===== config.mk =====
export PLATFORM = sky130hd
export DESIGN_NAME = sdram_arbiter
export DESIGN_NICKNAME = d
export VERILOG_FILES = /design/src/rtl/sdram_pkg.sv /design/src/rtl/sdram_cmd_mux.sv /design/src/rtl/sdram_arbiter.sv
export SDC_FILE = /design/constraint.sdc
export NUM_CORES = 1
export LEC_CHECK = 0
export BUFFER_PORTS_ARGS = -buffer_cell sky130_fd_sc_hd__buf_2
export CAP_MARGIN = 20
export CORE_ASPECT_RATIO = 0.75
export CORE_UTILIZATION = 38
export DETAILED_ROUTE_END_ITERATION = 7
export PLACE_DENSITY = 0.87
export SLEW_MARGIN = 20
export SYNTH_ARGS = -nofsm -noshare
export SYNTH_HDL_FRONTEND = slang
export SYNTH_SLANG_ARGS = --single-unit
export TNS_END_PERCENT = 30

===== constraint.sdc =====
create_clock -name sys_clk -period 2.2 [get_ports sys_clk]
set_input_delay 0.11 -clock sys_clk [delete_from_list [all_inputs] [get_ports sys_clk]]
set_output_delay 0.11 -clock sys_clk [all_outputs]
set_load 0.01 [all_outputs]

===== src/rtl/sdram_pkg.sv =====
// Shared SDRAM definitions: command encodings {cs_n,ras_n,cas_n,we_n},
// arbiter state encoding and bus widths.
package sdram_pkg;
  localparam int BA_W   = 2;
  localparam int ADDR_W = 12;
  localparam int DQ_W   = 16;
  localparam int CMD_W  = 4;

  localparam logic [CMD_W-1:0] C_NOP         = 4'b0111;
  localparam logic [CMD_W-1:0] C_PRECHARGE   = 4'b0010;
  localparam logic [CMD_W-1:0] C_AUTOREFRESH = 4'b0001;
  localparam logic [CMD_W-1:0] C_ACTIVE      = 4'b0011;
  localparam logic [CMD_W-1:0] C_READ        = 4'b0101;
  localparam logic [CMD_W-1:0] C_WRITE       = 4'b0100;
  localparam logic [CMD_W-1:0] C_MRS         = 4'b0000;

  typedef enum logic [2:0] {
    ST_INIT  = 3'd0,
    ST_ARBIT = 3'd1,
    ST_AREF  = 3'd2,
    ST_WRITE = 3'd3,
    ST_READ  = 3'd4
  } arb_state_t;

  typedef struct packed {
    logic [CMD_W-1:0]  cmd;
    logic [BA_W-1:0]   ba;
    logic [ADDR_W-1:0] addr;
  } cmd_bus_t;
endpackage


===== src/rtl/sdram_cmd_mux.sv =====
// Selects the SDRAM command/address/data source from the arbiter state;
// holds the pins at NOP/idle while force_idle (reset) is high.
module sdram_cmd_mux
  import sdram_pkg::*;
#(
  parameter logic [3:0] CMD_NOP = C_NOP
) (
  input  logic        force_idle,
  input  logic [2:0]  state,
  input  logic [3:0]  init_cmd,
  input  logic [1:0]  init_ba,
  input  logic [11:0] init_addr,
  input  logic [3:0]  ar_cmd,
  input  logic [1:0]  ar_ba,
  input  logic [11:0] ar_addr,
  input  logic [3:0]  wr_cmd,
  input  logic [1:0]  wr_ba,
  input  logic [11:0] wr_addr,
  input  logic [15:0] wr_data,
  input  logic        wr_sdram_en,
  input  logic [3:0]  rd_cmd,
  input  logic [1:0]  rd_ba,
  input  logic [11:0] rd_addr,
  output logic        sdram_cke,
  output logic        sdram_cs_n,
  output logic        sdram_ras_n,
  output logic        sdram_cas_n,
  output logic        sdram_we_n,
  output logic [1:0]  sdram_ba,
  output logic [11:0] sdram_addr,
  output logic [15:0] sdram_dq_o,
  output logic        sdram_dq_oe
);
  cmd_bus_t   sel;
  arb_state_t st;

  assign st = arb_state_t'(state);

  always_comb begin
    sel         = '{cmd: CMD_NOP, ba: '1, addr: '1};
    sdram_dq_oe = 1'b0;
    if (!force_idle) begin
      case (st)
        ST_INIT:  sel = '{cmd: init_cmd, ba: init_ba, addr: init_addr};
        ST_AREF:  sel = '{cmd: ar_cmd,   ba: ar_ba,   addr: ar_addr};
        ST_WRITE: begin
          sel         = '{cmd: wr_cmd, ba: wr_ba, addr: wr_addr};
          sdram_dq_oe = wr_sdram_en;
        end
        ST_READ:  sel = '{cmd: rd_cmd,   ba: rd_ba,   addr: rd_addr};
        default:  ;
      endcase
    end
  end

  assign {sdram_cs_n, sdram_ras_n, sdram_cas_n, sdram_we_n} = sel.cmd;
  assign sdram_ba   = sel.ba;
  assign sdram_addr = sel.addr;
  assign sdram_dq_o = wr_data;
  assign sdram_cke  = ~force_idle;
endmodule


===== src/rtl/sdram_arbiter.sv =====
// SDRAM bus arbiter: init -> arbitrate among refresh/write/read with
// refresh priority, write/read round-robin and a grant watchdog.
module sdram_arbiter
  import sdram_pkg::*;
#(
  parameter logic [9:0] TIMEOUT_MAX = 10'd1000,
  parameter logic [3:0] CMD_NOP     = 4'b0111
) (
  input  logic        sys_clk,
  input  logic        sys_rst,
  input  logic        init_done,
  input  logic [3:0]  init_cmd,
  input  logic [1:0]  init_ba,
  input  logic [11:0] init_addr,
  input  logic        ar_req,
  input  logic        ar_end,
  input  logic [3:0]  ar_cmd,
  input  logic [1:0]  ar_ba,
  input  logic [11:0] ar_addr,
  output logic        ar_en,
  input  logic        wr_req,
  input  logic        wr_end,
  input  logic [3:0]  wr_cmd,
  input  logic [1:0]  wr_ba,
  input  logic [11:0] wr_addr,
  input  logic [15:0] wr_data,
  input  logic        wr_sdram_en,
  output logic        wr_en,
  input  logic        rd_req,
  input  logic        rd_end,
  input  logic [3:0]  rd_cmd,
  input  logic [1:0]  rd_ba,
  input  logic [11:0] rd_addr,
  output logic        rd_en,
  output logic        sdram_cke,
  output logic        sdram_cs_n,
  output logic        sdram_ras_n,
  output logic        sdram_cas_n,
  output logic        sdram_we_n,
  output logic [1:0]  sdram_ba,
  output logic [11:0] sdram_addr,
  output logic [15:0] sdram_dq_o,
  output logic        sdram_dq_oe,
  output logic        timeout_err
);
  arb_state_t state, nxt;
  logic       last_grant;
  logic [9:0] wd_cnt;
  logic       in_grant, cur_end, tmo, expire;

  // Grant lasts at most TIMEOUT_MAX cycles: the counter reads TIMEOUT_MAX-1
  // in the last allowed cycle. An *_end in that same cycle wins.
  assign in_grant = (state == ST_AREF) || (state == ST_WRITE) || (state == ST_READ);
  assign tmo      = (wd_cnt == TIMEOUT_MAX - 10'd1);
  assign expire   = in_grant && !cur_end && tmo;

  always_comb begin
    cur_end = 1'b0;
    nxt     = state;
    case (state)
      ST_INIT:  if (init_done) nxt = ST_ARBIT;
      ST_ARBIT: begin
        if (ar_req)                nxt = ST_AREF;
        else if (wr_req && rd_req) nxt = last_grant ? ST_WRITE : ST_READ;
        else if (wr_req)           nxt = ST_WRITE;
        else if (rd_req)           nxt = ST_READ;
      end
      ST_AREF: begin
        cur_end = ar_end;
        if (ar_end || tmo) nxt = ST_ARBIT;
      end
      ST_WRITE: begin
        cur_end = wr_end;
        if (wr_end || tmo) nxt = ST_ARBIT;
      end
      ST_READ: begin
        cur_end = rd_end;
        if (rd_end || tmo) nxt = ST_ARBIT;
      end
      default: nxt = ST_INIT;
    endcase
  end

  always_ff @(posedge sys_clk) begin
    if (sys_rst) begin
      state       <= ST_INIT;
      last_grant  <= 1'b0;
      wd_cnt      <= '0;
      timeout_err <= 1'b0;
    end else begin
      state <= nxt;
      if (state == ST_ARBIT && nxt == ST_WRITE) last_grant <= 1'b0;
      if (state == ST_ARBIT && nxt == ST_READ)  last_grant <= 1'b1;
      wd_cnt <= in_grant ? wd_cnt + 10'd1 : '0;
      if (expire) timeout_err <= 1'b1;
    end
  end

  // Grants drop in the reset cycle itself, before the state register clears.
  assign ar_en = (state == ST_AREF)  && !ar_end && !sys_rst;
  assign wr_en = (state == ST_WRITE) && !wr_end && !sys_rst;
  assign rd_en = (state == ST_READ)  && !rd_end && !sys_rst;

  sdram_cmd_mux #(.CMD_NOP(CMD_NOP)) u_mux (
    .force_idle  (sys_rst),
    .state       (state),
    .init_cmd    (init_cmd),
    .init_ba     (init_ba),
    .init_addr   (init_addr),
    .ar_cmd      (ar_cmd),
    .ar_ba       (ar_ba),
    .ar_addr     (ar_addr),
    .wr_cmd      (wr_cmd),
    .wr_ba       (wr_ba),
    .wr_addr     (wr_addr),
    .wr_data     (wr_data),
    .wr_sdram_en (wr_sdram_en),
    .rd_cmd      (rd_cmd),
    .rd_ba       (rd_ba),
    .rd_addr     (rd_addr),
    .sdram_cke   (sdram_cke),
    .sdram_cs_n  (sdram_cs_n),
    .sdram_ras_n (sdram_ras_n),
    .sdram_cas_n (sdram_cas_n),
    .sdram_we_n  (sdram_we_n),
    .sdram_ba    (sdram_ba),
    .sdram_addr  (sdram_addr),
    .sdram_dq_o  (sdram_dq_o),
    .sdram_dq_oe (sdram_dq_oe)
  );
endmodule


---- Yosys cells after proc, flatten, opt, wreduce, memory -nomap -nowiden ----
Index checks and enable logic that the tools add are counted.
operators by class
  equality and inequality tests ........... 7
  $add $sub $neg .......................... 1
  mux-type cells .......................... 17
  reduce and logical (&&, ||, !) cells .... 24
  bitwise logic cells ..................... 2
operators with widths
  operator                                                          number
  18-bit case mux with 4 select lines                               1
  3-bit 2-to-1 mux                                                  9
  18-bit 2-to-1 mux                                                 1
  3-bit case mux with 5 select lines                                1
  1-bit logical AND                                                 11
  10-bit by 1-bit adder with 10-bit output (second input constant)  1
  10-bit == test (second input constant)                            1
  3-bit by 2-bit == test with 1-bit output (second input constant)  3
  3-bit == test (second input constant)                             2
  1-bit logical NOT                                                 5
  1-bit logical OR                                                  5
  1-bit 2-to-1 mux                                                  4
  3-bit by 1-bit == test with 1-bit output (second input constant)  1
  3-bit logical NOT                                                 1
  1-bit case mux with 3 select lines                                1
  1-bit NOT                                                         2
  2-bit nonzero test                                                1
  2-bit OR reduction                                                1
word-level totals
  output and inout bits ................... 40
  bits in registers ....................... 15

---- Logic depth before layout (Yosys ltp) ----
Gate-level depths: netlist (run 1).
  depth after elaboration ................. 9
  mapped depth ............................ 7
  mapped depth without buffers ............ 5

---- Cells and area by module ----
Synthesis (run 1) repeated with hierarchy kept, for this count alone.
unflattened totals
  cell total of the unflattened synthesis .. 202
  area, all modules ....................... 1576.5 um^2
modules (own cells, without submodules)
  module         area an instance (um^2)  cells an instance  times used
  sdram_arbiter  825.8                    89                 1
  sdram_cmd_mux  750.7                    113                1

---- Least setup slack after synthesis (run 1) ----
OpenSTA, ideal clock, no wires.
  kind .................................... reg2reg
  start point ............................. reg wd_cnt[0]
  end point ............................... reg last_grant
  stages on the path, launching flop included .. 6
  buffers on the path ..................... 0
  library setup time ...................... 0.126 ns
  period minus slack after synthesis ...... 1.522 ns
  data required time ...................... 2.074 ns
  setup slack ............................. 0.678 ns
  arrival time ............................ 1.396 ns
  path through ............................ dfxtp_1 ha_1 nand2b_2 or4_4 o22ai_2 o31ai_2
between the ends
  word-level cells in the longest chain between the ends .. 7
  elaborated cells between the ends (all ways) .. 14
  those cells by class .................... eq/ne (3); mux (5); reduce/logical (6)
ends and longest elaborated chain
  element                                                                           line                                                           RTL
  start: declaration                                                                sdram_arbiter.sv:48                                            logic [9:0] wd_cnt;
  start signal: assignment                                                          sdram_arbiter.sv:94                                            wd_cnt <= in_grant ? wd_cnt + 10'd1 : '0;
  10-bit == test (*)                                                                sdram_arbiter.sv:54                                            assign tmo = (wd_cnt == TIMEOUT_MAX - 10'd1);
  1-bit logical OR, on equally long branches                                        sdram_arbiter.sv:78, sdram_arbiter.sv:70, sdram_arbiter.sv:74
  3-bit 2-to-1 mux, on equally long branches                                        sdram_arbiter.sv:78, sdram_arbiter.sv:70, sdram_arbiter.sv:74
  3-bit case mux with 5 select lines (*)                                            sdram_arbiter.sv:60                                            case (state)
  3-bit == test / 3-bit by 2-bit == test with 1-bit output (equally long branches)  sdram_arbiter.sv:93, sdram_arbiter.sv:92
  1-bit logical AND, on equally long branches                                       sdram_arbiter.sv:93, sdram_arbiter.sv:92
  1-bit 2-to-1 mux / 2-bit nonzero test (equally long branches)                     --
  end signal: assignment                                                            sdram_arbiter.sv:87                                            last_grant <= 1'b0;
  end signal: assignment                                                            sdram_arbiter.sv:92                                            if (state == ST_ARBIT && nxt == ST_WRITE) last_grant <= 1'b0;
  end signal: assignment                                                            sdram_arbiter.sv:93                                            if (state == ST_ARBIT && nxt == ST_READ) last_grant <= 1'b1;
  end: declaration                                                                  sdram_arbiter.sv:47                                            logic last_grant;
Every way passes the cells marked *; elsewhere a longest branch is shown, timed or not.
A chain may end at the register's enable or synchronous reset.

---- Worst setup path after layout (run 1) ----
  start point ............................. reg state[0]
  end point ............................... out sdram_addr[4]
between the ends
  word-level cells in the longest chain between the ends .. 3
  elaborated cells between the ends (all ways) .. 6
  those cells by class .................... eq/ne (3); mux (2); reduce/logical (1)
ends and longest elaborated chain
  element                                  line                 RTL
  start: declaration                       sdram_arbiter.sv:46  arb_state_t state, nxt;
  start signal: assignment                 sdram_arbiter.sv:91  state <= nxt;
  3-bit == test (tied with other cells)    sdram_cmd_mux.sv:43  case (st)
  18-bit case mux with 4 select lines (*)  sdram_cmd_mux.sv:43
  18-bit 2-to-1 mux (*)                    sdram_cmd_mux.sv:42  if (!force_idle) begin
  end: declaration                         sdram_arbiter.sv:41  output logic [11:0] sdram_addr,
Marked as above.

==> flow_summary_export.csv, run 1 <==
group,metric,value,unit
status,status,"finished, final reports clean",
floorplan,die_h,57.74,um
floorplan,fp.dieW,76.32,um
sta,worst_pin_slew,0.7379,ns
routing,drt-vias-per-instance,5.199,
cells_and_area,fin_area,2047,sq um
logic_synthesis,ys_ff_latch,15,
logic_synthesis,syn_inst,222,
logic_synthesis,yosysSeqAreaShare,19.08,%
logic_synthesis,yosysWarnings,0,
placed_design,post_dp_cell_area,1997,sq um
clock_tree,cts.path.max_buffers,2,
routing,via_count,1851,
logic_synthesis,yosys.area.top_type_share,19.08,%
cells_and_area,area_growth,30.05,%
routing,first_pass_iters,4,
routing,wl_met1,2.046,mm
placed_design,gp_congestion,0.8041,
cells_and_area,final_common_cell,"buf_2",
global_route,grt_pass1_wl,7.396,mm
logic_synthesis,netlist_area,1574,sq um
logic_synthesis,synthArstFlopShare,0,%
logic_synthesis,yosysUniqueCellTypes,48,
routing,top_layer_used,"met4",
sta,min_period,1.955,ns
cells_and_area,fin_nets,404,
setup_path,cp.required,2.09,ns
floorplan,io_pins,138,
logic_synthesis,synth_top_area_cell,"dfxtp_1",
routing,met2_length,2.294,mm
setup_path,startpoint_type,"flop",
logic_synthesis,syn_nets,321,
logic_synthesis,synth_edf_count,0,
sta,maxSlewViolCount,0,
power_and_ir_drop,power_density,427.8,nW/um^2
sta,post-route-period-util,88.86,%
setup_path,worst-setup-path-type,"reg -> out",
placed_design,hpwl,3.853,mm
routing,drc_errors,0,
global_route,grt_pass1_vias,1658,
floorplan,die_area,4406,sq um
global_route,grt-ovfl-total,0,
logic_synthesis,synthTopCellsByArea,"dfxtp_1, buf_4, nor2_1",
sta,skew,0.002542,ns
routing,wl_met3,333,um
clock_tree,clk_pin_slew,0.06,ns
sta,setup_violations,0,
sta,finalSetupTns,0,ns
clock_tree,cts_sinks,15,
clock_tree,postCtsSetupBuffers,0,
sta,rsz0062_at_grt,"false",
hold_path,hold_path_class,"in -> reg",
floorplan,num_rows,19,
setup_path,path_max_fanout,15,
routing,wl_per_cell,13.32,um
setup_path,crit_path_end_kind,"output port",
power_and_ir_drop,p_leak,0.8969,nW
cells_and_area,final_util,53.82,%
logic_synthesis,synth_flop_cell,"dfxtp_1",
cells_and_area,n_antenna_cell,0,
clock_tree,cts-root-buf,"clkbuf_8",
global_route,grt_max_degree,22,
clock_tree,cts_made_buffers,3,
clock_tree,htree_levels,1,
routing,drt_iter0_markers,128,
clock_tree,cts_tree,"done",
flow_run,cap_viol_max_count,0,
global_route,antenna_found_initial,0,
sta,slew_headroom,50.48,%
global_route,grt_use_total,20.78,%
cells_and_area,layout_common_cells,"buf_2, nor2_1, nand2_1",
floorplan,start_util,41.38,%
logic_synthesis,postSynthAreaPerCell,7.090,sq um
clock_tree,clkLatencyLatePin,0.25,ns
routing,antenna_left,0,
sta,fmax,511.5,MHz
power_and_ir_drop,vdd_drop_max,0.0001810,V
routing,drt_wl_total,4.741,mm
floorplan,core,3804,sq um
setup_path,crit_arrival,1.84,ns
cells_and_area,drive_gt1_share,42.43,%
placed_design,io_buffer_count,105,
sta,final-hold-violation-count,0,
[stage by stage]
stage	power (W)	hold WS [ns]	worst slack (ns)	std cells
after detailed placement	0.0006550	0.2201	0.2913	352
after floorplan	0.0005462	0.2729	0.6780	222
after global placement	0.0006469	0.2201	0.4149	352
after CTS	0.0008798	0.1684	0.01596	356
after global routing	0.0009333	0.1898	0.1402	356
final	0.0008757	0.1809	0.2450	356
[layout make-up]
class / instances / area, sq um
clock inverter: 1 / 5.005
sequential: 15 / 301.5
tap: 52 / 65.06
inverter: 6 / 22.52
timing repair buffer: 112 / 578.1
fill: 381 / 1757
clock buffer: 3 / 41.29
multi-input combinational: 167 / 1033
[timing repair]
| action | CTS | global route |
|---|---|---|
| hold buffers | 0 | 0 |
| hold endpoints to repair | 0 | 0 |
| endpoints found under the setup margin | 0 | 13 |
| resized for setup | 0 | 2 |
[synthesized netlist by cell type, types with 2 or more instances]
| cell type | instances |
|---|---|
| buf_6 | 2 |
| nor2b_1 | 2 |
| o22ai_1 | 12 |
| o2111ai_1 | 3 |
| o21ai_0 | 6 |
| o21ai_1 | 2 |
| xor2_1 | 2 |
| nor4_1 | 2 |
| clkbuf_1 | 6 |
| buf_2 | 8 |
| a21oi_1 | 17 |
| nand2_1 | 18 |
| buf_4 | 18 |
| o21bai_1 | 2 |
| nor2_1 | 34 |
| nand2b_1 | 2 |
| o211ai_1 | 9 |
| nor3_1 | 10 |
| dfxtp_1 | 15 |
| nand3_1 | 3 |
| xnor2_1 | 6 |
| mux2i_1 | 12 |
| inv_1 | 6 |
[registers in the layout, summed over array words and instances (netlist names)]
signal and flops:
wd_cnt 10, state 3, timeout_err 1, last_grant 1
[worst max-delay path: stages (launching register included)]
cell	delay, ns
dfxtp_1	0.37
buf_4	0.21
or3b_4	0.48
o22ai_1	0.21
o211ai_1	0.13
buf_2	0.19
[routing by layer]
metal | track usage [%] | up-vias
met2 | 33.20 | 69
li1 | - | 938
met1 | 27.85 | 838
met4 | 7.692 | 0
met3 | 4.409 | 6
met5 | 0 | -
[worst paths after layout]
kind / startpoint / end / slack (ns) / depth (start not counted)
worst min register to register: timeout_err$_SDFFE_PP0P_ / timeout_err$_SDFFE_PP0P_ / 0.44 / 2
worst min-delay path: sys_rst / timeout_err$_SDFFE_PP0P_ / 0.18 / 2
worst max register to register: wd_cnt[0]$_SDFF_PP0_ / state[2]$_SDFF_PP0_ / 0.49 / 5
worst max-delay path: state[0]$_SDFF_PP0_ / sdram_addr[4] / 0.25 / 5
[power breakdown]
group          leakage [nW]  switching, W  internal (W)
Sequential            0.122     0.0000143      0.000279
Combinational         0.750      0.000183      0.000176
Clock                0.0255     0.0000972      0.000126
Total                 0.897      0.000295      0.000581
[cells by family after synthesis]
family / share of synthesized area, %
AND/OR/NAND/NOR: 25.04
buffers and inverters: 15.42
flip-flops: 19.08
multiplexers: 8.347
AO/OA/AOI/OAI: 26.87
adder cells (fa/ha/maj): 0.7948
XOR/XNOR: 4.452
No activity file was read; power rests on OpenSTA's default activity.
==> inputs of run 2 (changes only) <==
- ABC_AREA: not set -> 1
- CORE_UTILIZATION: 38 -> 37
- PLACE_DENSITY: 0.87 -> 0.88
==> flow_summary_export.csv, run 2 <==
group,metric,value,unit
status,status,"finished, final reports clean",
sta,rsz0062_at_grt,"false",
power_and_ir_drop,p_leak,0.9150,nW
clock_tree,htree_levels,1,
floorplan,io_pins,138,
global_route,antenna_found_initial,0,
global_route,grt_use_total,21.04,%
floorplan,core,3661,sq um
hold_path,hold_path_depth,2,
logic_synthesis,syn_nets,336,
sta,finalSetupTns,0,ns
placed_design,hpwl,3.476,mm
sta,fmax,526.6,MHz
cells_and_area,n_antenna_cell,0,
routing,wl_per_cell,11.55,um
logic_synthesis,yosys.cell_count.top_type,"nand2_1",
setup_path,worst-setup-path-type,"reg -> out",
clock_tree,cts_tree,"done",
sta,min_period,1.899,ns
setup_path,cp_slowest_cell,"nor2_4",
cells_and_area,reg_top3,"wd_cnt x10, state x3",
sta,maxSlewViolCount,0,
global_route,busiest_layer,"met2",
global_route,use_met3,4.380,%
routing,drc_errors,0,
logic_synthesis,yosysUniqueCellTypes,28,
routing,drt_wl_total,4.333,mm
power_and_ir_drop,power_density,437.9,nW/um^2
logic_synthesis,netlist_top_cells_count,"nand2_1, a21oi_1, nor2_1",
cells_and_area,largest-register,"wd_cnt",
floorplan,die_area,4075,sq um
logic_synthesis,yosys.area.top_type_share,21.50,%
global_route,grt_max_degree,23,
clock_tree,cts_made_buffers,3,
routing,first_pass_iters,5,
logic_synthesis,synthTopCellsByArea,"nand2_1, dfxtp_1, a21oi_1",
logic_synthesis,ys_ff_latch,15,
cells_and_area,nFillCells,382,
setup_path,worst-path-stages,6,
global_route,met1_usage,30.77,%
global_route,grt_pass1_vias,1501,
cells_and_area,fin_nets,423,
floorplan,num_rows,19,
floorplan,fp.dieW,73.38,um
routing,drt-vias-per-instance,4.957,
power_and_ir_drop,vdd_drop_max,0.0002245,V
placed_design,gp_congestion,0.9589,
cells_and_area,layout_common_cells,"buf_2, nand2_1, a21oi_1",
sta,fin_ws,0.3010,ns
cells_and_area,drive_gt1_share,38.70,%
logic_synthesis,yosysSeqAreaShare,21.24,%
setup_path,critPathMaxStageDelay,0.42,ns
clock_tree,clkLatencyLatePin,0.25,ns
sta,post-route-period-util,86.32,%
routing,via_count,1859,
clock_tree,postCtsResizedCells,0,
floorplan,die_h,55.54,um
cells_and_area,area_growth,33.54,%
floorplan,start_util,38.62,%
setup_path,reg2reg_depth,6,
logic_synthesis,netlist_area,1414,sq um
routing,drt_iter0_markers,149,
hold_path,hold_path_class,"in -> reg",
sta,setup_violations,0,
sta,slew_headroom,63.47,%
setup_path,critPathBufInv,2,
clock_tree,cts_hold_buf,0,
logic_synthesis,syn_inst,237,
logic_synthesis,synth_flop_cell,"dfxtp_1",
placed_design,io_buffer_count,105,
global_route,grt_pass1_wl,6.768,mm
sta,worst_pin_slew,0.5437,ns
routing,antenna_left,0,
setup_path,path_max_fanout,22,
cells_and_area,largest_reg_flops,10,
logic_synthesis,yosysWarnings,0,
clock_tree,cts_sinks,15,
cells_and_area,final_common_cell,"buf_2",
logic_synthesis,postSynthAreaPerCell,5.966,sq um
setup_path,crit_arrival,1.79,ns
flow_run,cap_viol_max_count,0,
cells_and_area,seqCellArea,300.3,sq um
setup_path,crit_path_end_kind,"output port",
cells_and_area,multi_input_area,853.3,sq um
setup_path,path_delay_family,"simple AND/OR/NAND/NOR gates",
global_route,use_met2,31.61,%
placed_design,place_ws,0.6041,ns
clock_tree,postCtsSetupBuffers,0,
clock_tree,clk_pin_slew,0.06,ns
sta,skew,0.002867,ns
global_route,grt-ovfl-total,0,
setup_path,startpoint_type,"flop",
logic_synthesis,synthArstFlopShare,0,%
sta,final-hold-violation-count,0,
clock_tree,cts-root-buf,"clkbuf_8",
setup_path,cp.required,2.09,ns
logic_synthesis,synth_top_area_cell,"nand2_1",
clock_tree,cts.path.max_buffers,2,
setup_path,path_cells,"nor2_2 -> inv_2 -> nor2_4 -> nand2_1 -> a41oi_2 -> buf_2",
logic_synthesis,synth_edf_count,0,
[run 2: cell count changes in the layout (fill, tap and decap cells not counted), moves of 7 or more]
| cell | previous run | this run |
|---|---|---|
| nand4_1 | 0 | 18 |
| a21oi_1 | 17 | 26 |
| nand2_1 | 18 | 81 |
| inv_1 | 6 | 15 |
| o211ai_1 | 9 | 0 |
| inv_2 | 0 | 7 |
| nor3_1 | 10 | 3 |
| mux2i_1 | 12 | 0 |
| nor2_1 | 34 | 19 |
| o22ai_1 | 12 | 0 |
[run 2: metal layers]
metal,share of wire [%],up-vias
met5,0,-
met4,0.28,0
li1,-,934
met2,45,96
met1,46,827
met3,9.3,2
[run 2: logic make-up after synthesis]
logic type / count (synthesis) / share of synthesized area (%)
simple gates: 136 / 42.57
buf+inv: 47 / 18.41
compound gates: 37 / 16.28
flops: 15 / 21.24
xor+xnor: 1 / 0.6196
fa+ha+maj: 1 / 0.8848
[run 2: path summary, 6_finish.rpt]
check / end / slack (ns) / from
worst max-delay path: sdram_cs_n / 0.30 / state[0]$_SDFF_PP0_
worst min-delay path: timeout_err$_SDFFE_PP0P_ / 0.15 / sys_rst
worst max register to register: wd_cnt[5]$_SDFF_PP0_ / 0.56 / state[0]$_SDFF_PP0_
worst min register to register: timeout_err$_SDFFE_PP0P_ / 0.45 / timeout_err$_SDFFE_PP0P_
[run 2: metrics by stage]
| step | area (sq um) | instances | power, W | hold WS, ns | util (%) |
|---|---|---|---|---|---|
| after floorplan | 1414 | 237 | 0.0004943 | 0.2729 | - |
| after global routing | 1888 | 375 | 0.0008879 | 0.1410 | 51.57 |
| after CTS | 1888 | 375 | 0.0008299 | 0.1359 | 51.57 |
| after global placement | 1842 | 371 | 0.0006005 | 0.2201 | 50.31 |
| after detailed placement | 1842 | 371 | 0.0006041 | 0.2201 | 50.31 |
| final | 1888 | 375 | 0.0008268 | 0.1490 | 51.57 |
[run 2: area by class of cell]
| type | count | share of cell area (%) |
|---|---|---|
| clock buffers | 3 | 2.187 |
| well taps | 52 | 3.446 |
| repair buffers | 107 | 28.63 |
| flip-flops and latches | 15 | 15.90 |
| inverters | 22 | 4.374 |
| multi-input cells | 175 | 45.20 |
| clock inverters | 1 | 0.2651 |
[run 2: power breakdown]
group | internal (W) | switching [W] | leakage (nW)
clock | 0.000125 | 0.0000990 | 0.0255
combinational | 0.000137 | 0.000180 | 0.768
sequential | 0.000277 | 0.00000848 | 0.121
==> inputs of run 3 (changes only) <==
- MAX_ROUTING_LAYER: not set -> met4
==> flow_summary_export.csv, run 3 (synthesis gave the netlist of run 2 again) <==
group,metric,value,unit
status,status,"finished, final reports clean",
sta,skew,0.003224,ns
setup_path,worst-setup-path-type,"reg -> out",
cells_and_area,layout_common_cells,"buf_2, nand2_1, a21oi_1",
cells_and_area,area_growth,33.54,%
setup_path,cp.required,2.09,ns
routing,wl_per_cell,11.61,um
floorplan,io_pins,138,
power_and_ir_drop,clock_power_share,27.1,%
clock_tree,cts.path.max_buffers,2,
cells_and_area,largest-register,"wd_cnt",
power_and_ir_drop,power_frac_seq,34.6,%
placed_design,hpwl,3.476,mm
floorplan,die_area,4075,sq um
sta,setup_violations,0,
floorplan,die_h,55.54,um
global_route,grt_pass1_vias,1500,
cells_and_area,fin_nets,423,
floorplan,start_util,38.62,%
setup_path,critPathMaxStageDelay,0.41,ns
cells_and_area,n_antenna_cell,0,
global_route,antenna_found_initial,0,
sta,maxSlewViolCount,0,
sta,min_period,1.893,ns
routing,first_pass_iters,4,
flow_run,cap_viol_max_count,0,
hold_path,hold_path_class,"in -> reg",
floorplan,num_rows,19,
clock_tree,clk_pin_slew,0.06,ns
sta,fin_ws,0.3067,ns
cells_and_area,final_common_cell,"buf_2",
sta,post-route-period-util,86.06,%
clock_tree,cts-root-buf,"clkbuf_8",
clock_tree,postCtsResizedCells,0,
floorplan,fp.dieW,73.38,um
clock_tree,postCtsSetupBuffers,0,
routing,drc_errors,0,
power_and_ir_drop,switchingPower,0.0002873,W
power_and_ir_drop,p_sw_share,34.74,%
clock_tree,cts_sinks,15,
cells_and_area,reg_top3,"wd_cnt x10, state x3",
clock_tree,cts_made_buffers,3,
power_and_ir_drop,power_density,438.0,nW/um^2
routing,drt_wl_total,4.354,mm
power_and_ir_drop,p_int,0.0005397,W
clock_tree,cts_hold_buf,0,
power_and_ir_drop,finalPower,0.0008270,W
clock_tree,cts_tree,"done",
floorplan,core,3661,sq um
sta,worst_pin_slew,0.5397,ns
placed_design,gp_congestion,0.9765,
clock_tree,clkLatencyLatePin,0.25,ns
power_and_ir_drop,p_leak,0.9150,nW
routing,antenna_left,0,
sta,slew_headroom,63.74,%
setup_path,startpoint_type,"flop",
global_route,grt-ovfl-total,0,
routing,drt_iter0_markers,154,
sta,fmax,528.2,MHz
global_route,grt_use_total,21.63,%
cells_and_area,largest_reg_flops,10,
clock_tree,htree_levels,1,
routing,via_count,1848,
placed_design,io_buffer_count,105,
sta,rsz0062_at_grt,"false",
cells_and_area,drive_gt1_share,38.70,%
sta,finalSetupTns,0,ns
sta,timing.hold.ws,0.1524,ns
setup_path,cp_slowest_cell,"nor2_4",
power_and_ir_drop,p_comb_share,38.4,%
setup_path,crit_arrival,1.78,ns
setup_path,path_cells,"nor2_2 -> inv_2 -> nor2_4 -> nand2_1 -> a41oi_2 -> buf_2",
power_and_ir_drop,vdd_drop_max,0.0002240,V
routing,drt-vias-per-instance,4.928,
setup_path,crit_path_end_kind,"output port",
placed_design,place_ws,0.6041,ns
sta,final-hold-violation-count,0,
global_route,grt_max_degree,23,
setup_path,path_max_fanout,22,
cells_and_area,final_util,51.57,%
global_route,grt_pass1_wl,6.768,mm
run 3: cell counts in the layout (fill, tap and decap cells not counted):
No cell type changed its count.
run 3: stage by stage:
stage / cell area (sq um) / cells
3_3_place_gp: 1842 / 371
5_1_grt: 1888 / 375
3_5_place_dp: 1842 / 371
6_report: 1888 / 375
4_1_cts: 1888 / 375
2_1_floorplan: 1414 / 237
run 3: routing by layer:
metal	vias to the layer above	GRT usage [%]	part of all wire, %
met5	-	-	0
met1	828	30.77	46
met2	84	31.61	45
li1	934	-	-
met4	0	4.670	0.28
met3	2	4.380	8.8
run 3: layout make-up:
class,count,area (sq um)
clock buffer,3,41.29
clock inverter,1,5.005
fill,382,1773
inverter,22,82.58
multi-input combinational,175,853.3
sequential,15,300.3
tap,52,65.06
timing repair buffer,107,540.5
run 3: power by group through the flow:
stage	clock network [W]	registers, W	logic, W
floorplan	0	0.000290	0.000205
global placement	0	0.000291	0.000310
detailed placement	0	0.000291	0.000313
CTS	0.000230	0.000285	0.000315
global route	0.000254	0.000286	0.000348
finish	0.000224	0.000286	0.000317
run 3: final timing paths:
check	end	startpoint	cells past startpoint	slack, ns
setup / recovery	sdram_cs_n	state[0]$_SDFF_PP0_	6	0.31
hold / removal	timeout_err$_SDFFE_PP0P_	sys_rst	2	0.15
setup reg to reg	wd_cnt[5]$_SDFF_PP0_	state[0]$_SDFF_PP0_	6	0.57
hold reg to reg	timeout_err$_SDFFE_PP0P_	timeout_err$_SDFFE_PP0P_	2	0.45
run 3: critical path, delay by kind of cell, from the launching register on:
family	cells	cell delay [ns]
flip-flops	1	0.38
buffers and inverters	2	0.22
AND/OR/NAND/NOR	3	0.77
AO/OA/AOI/OAI	1	0.15
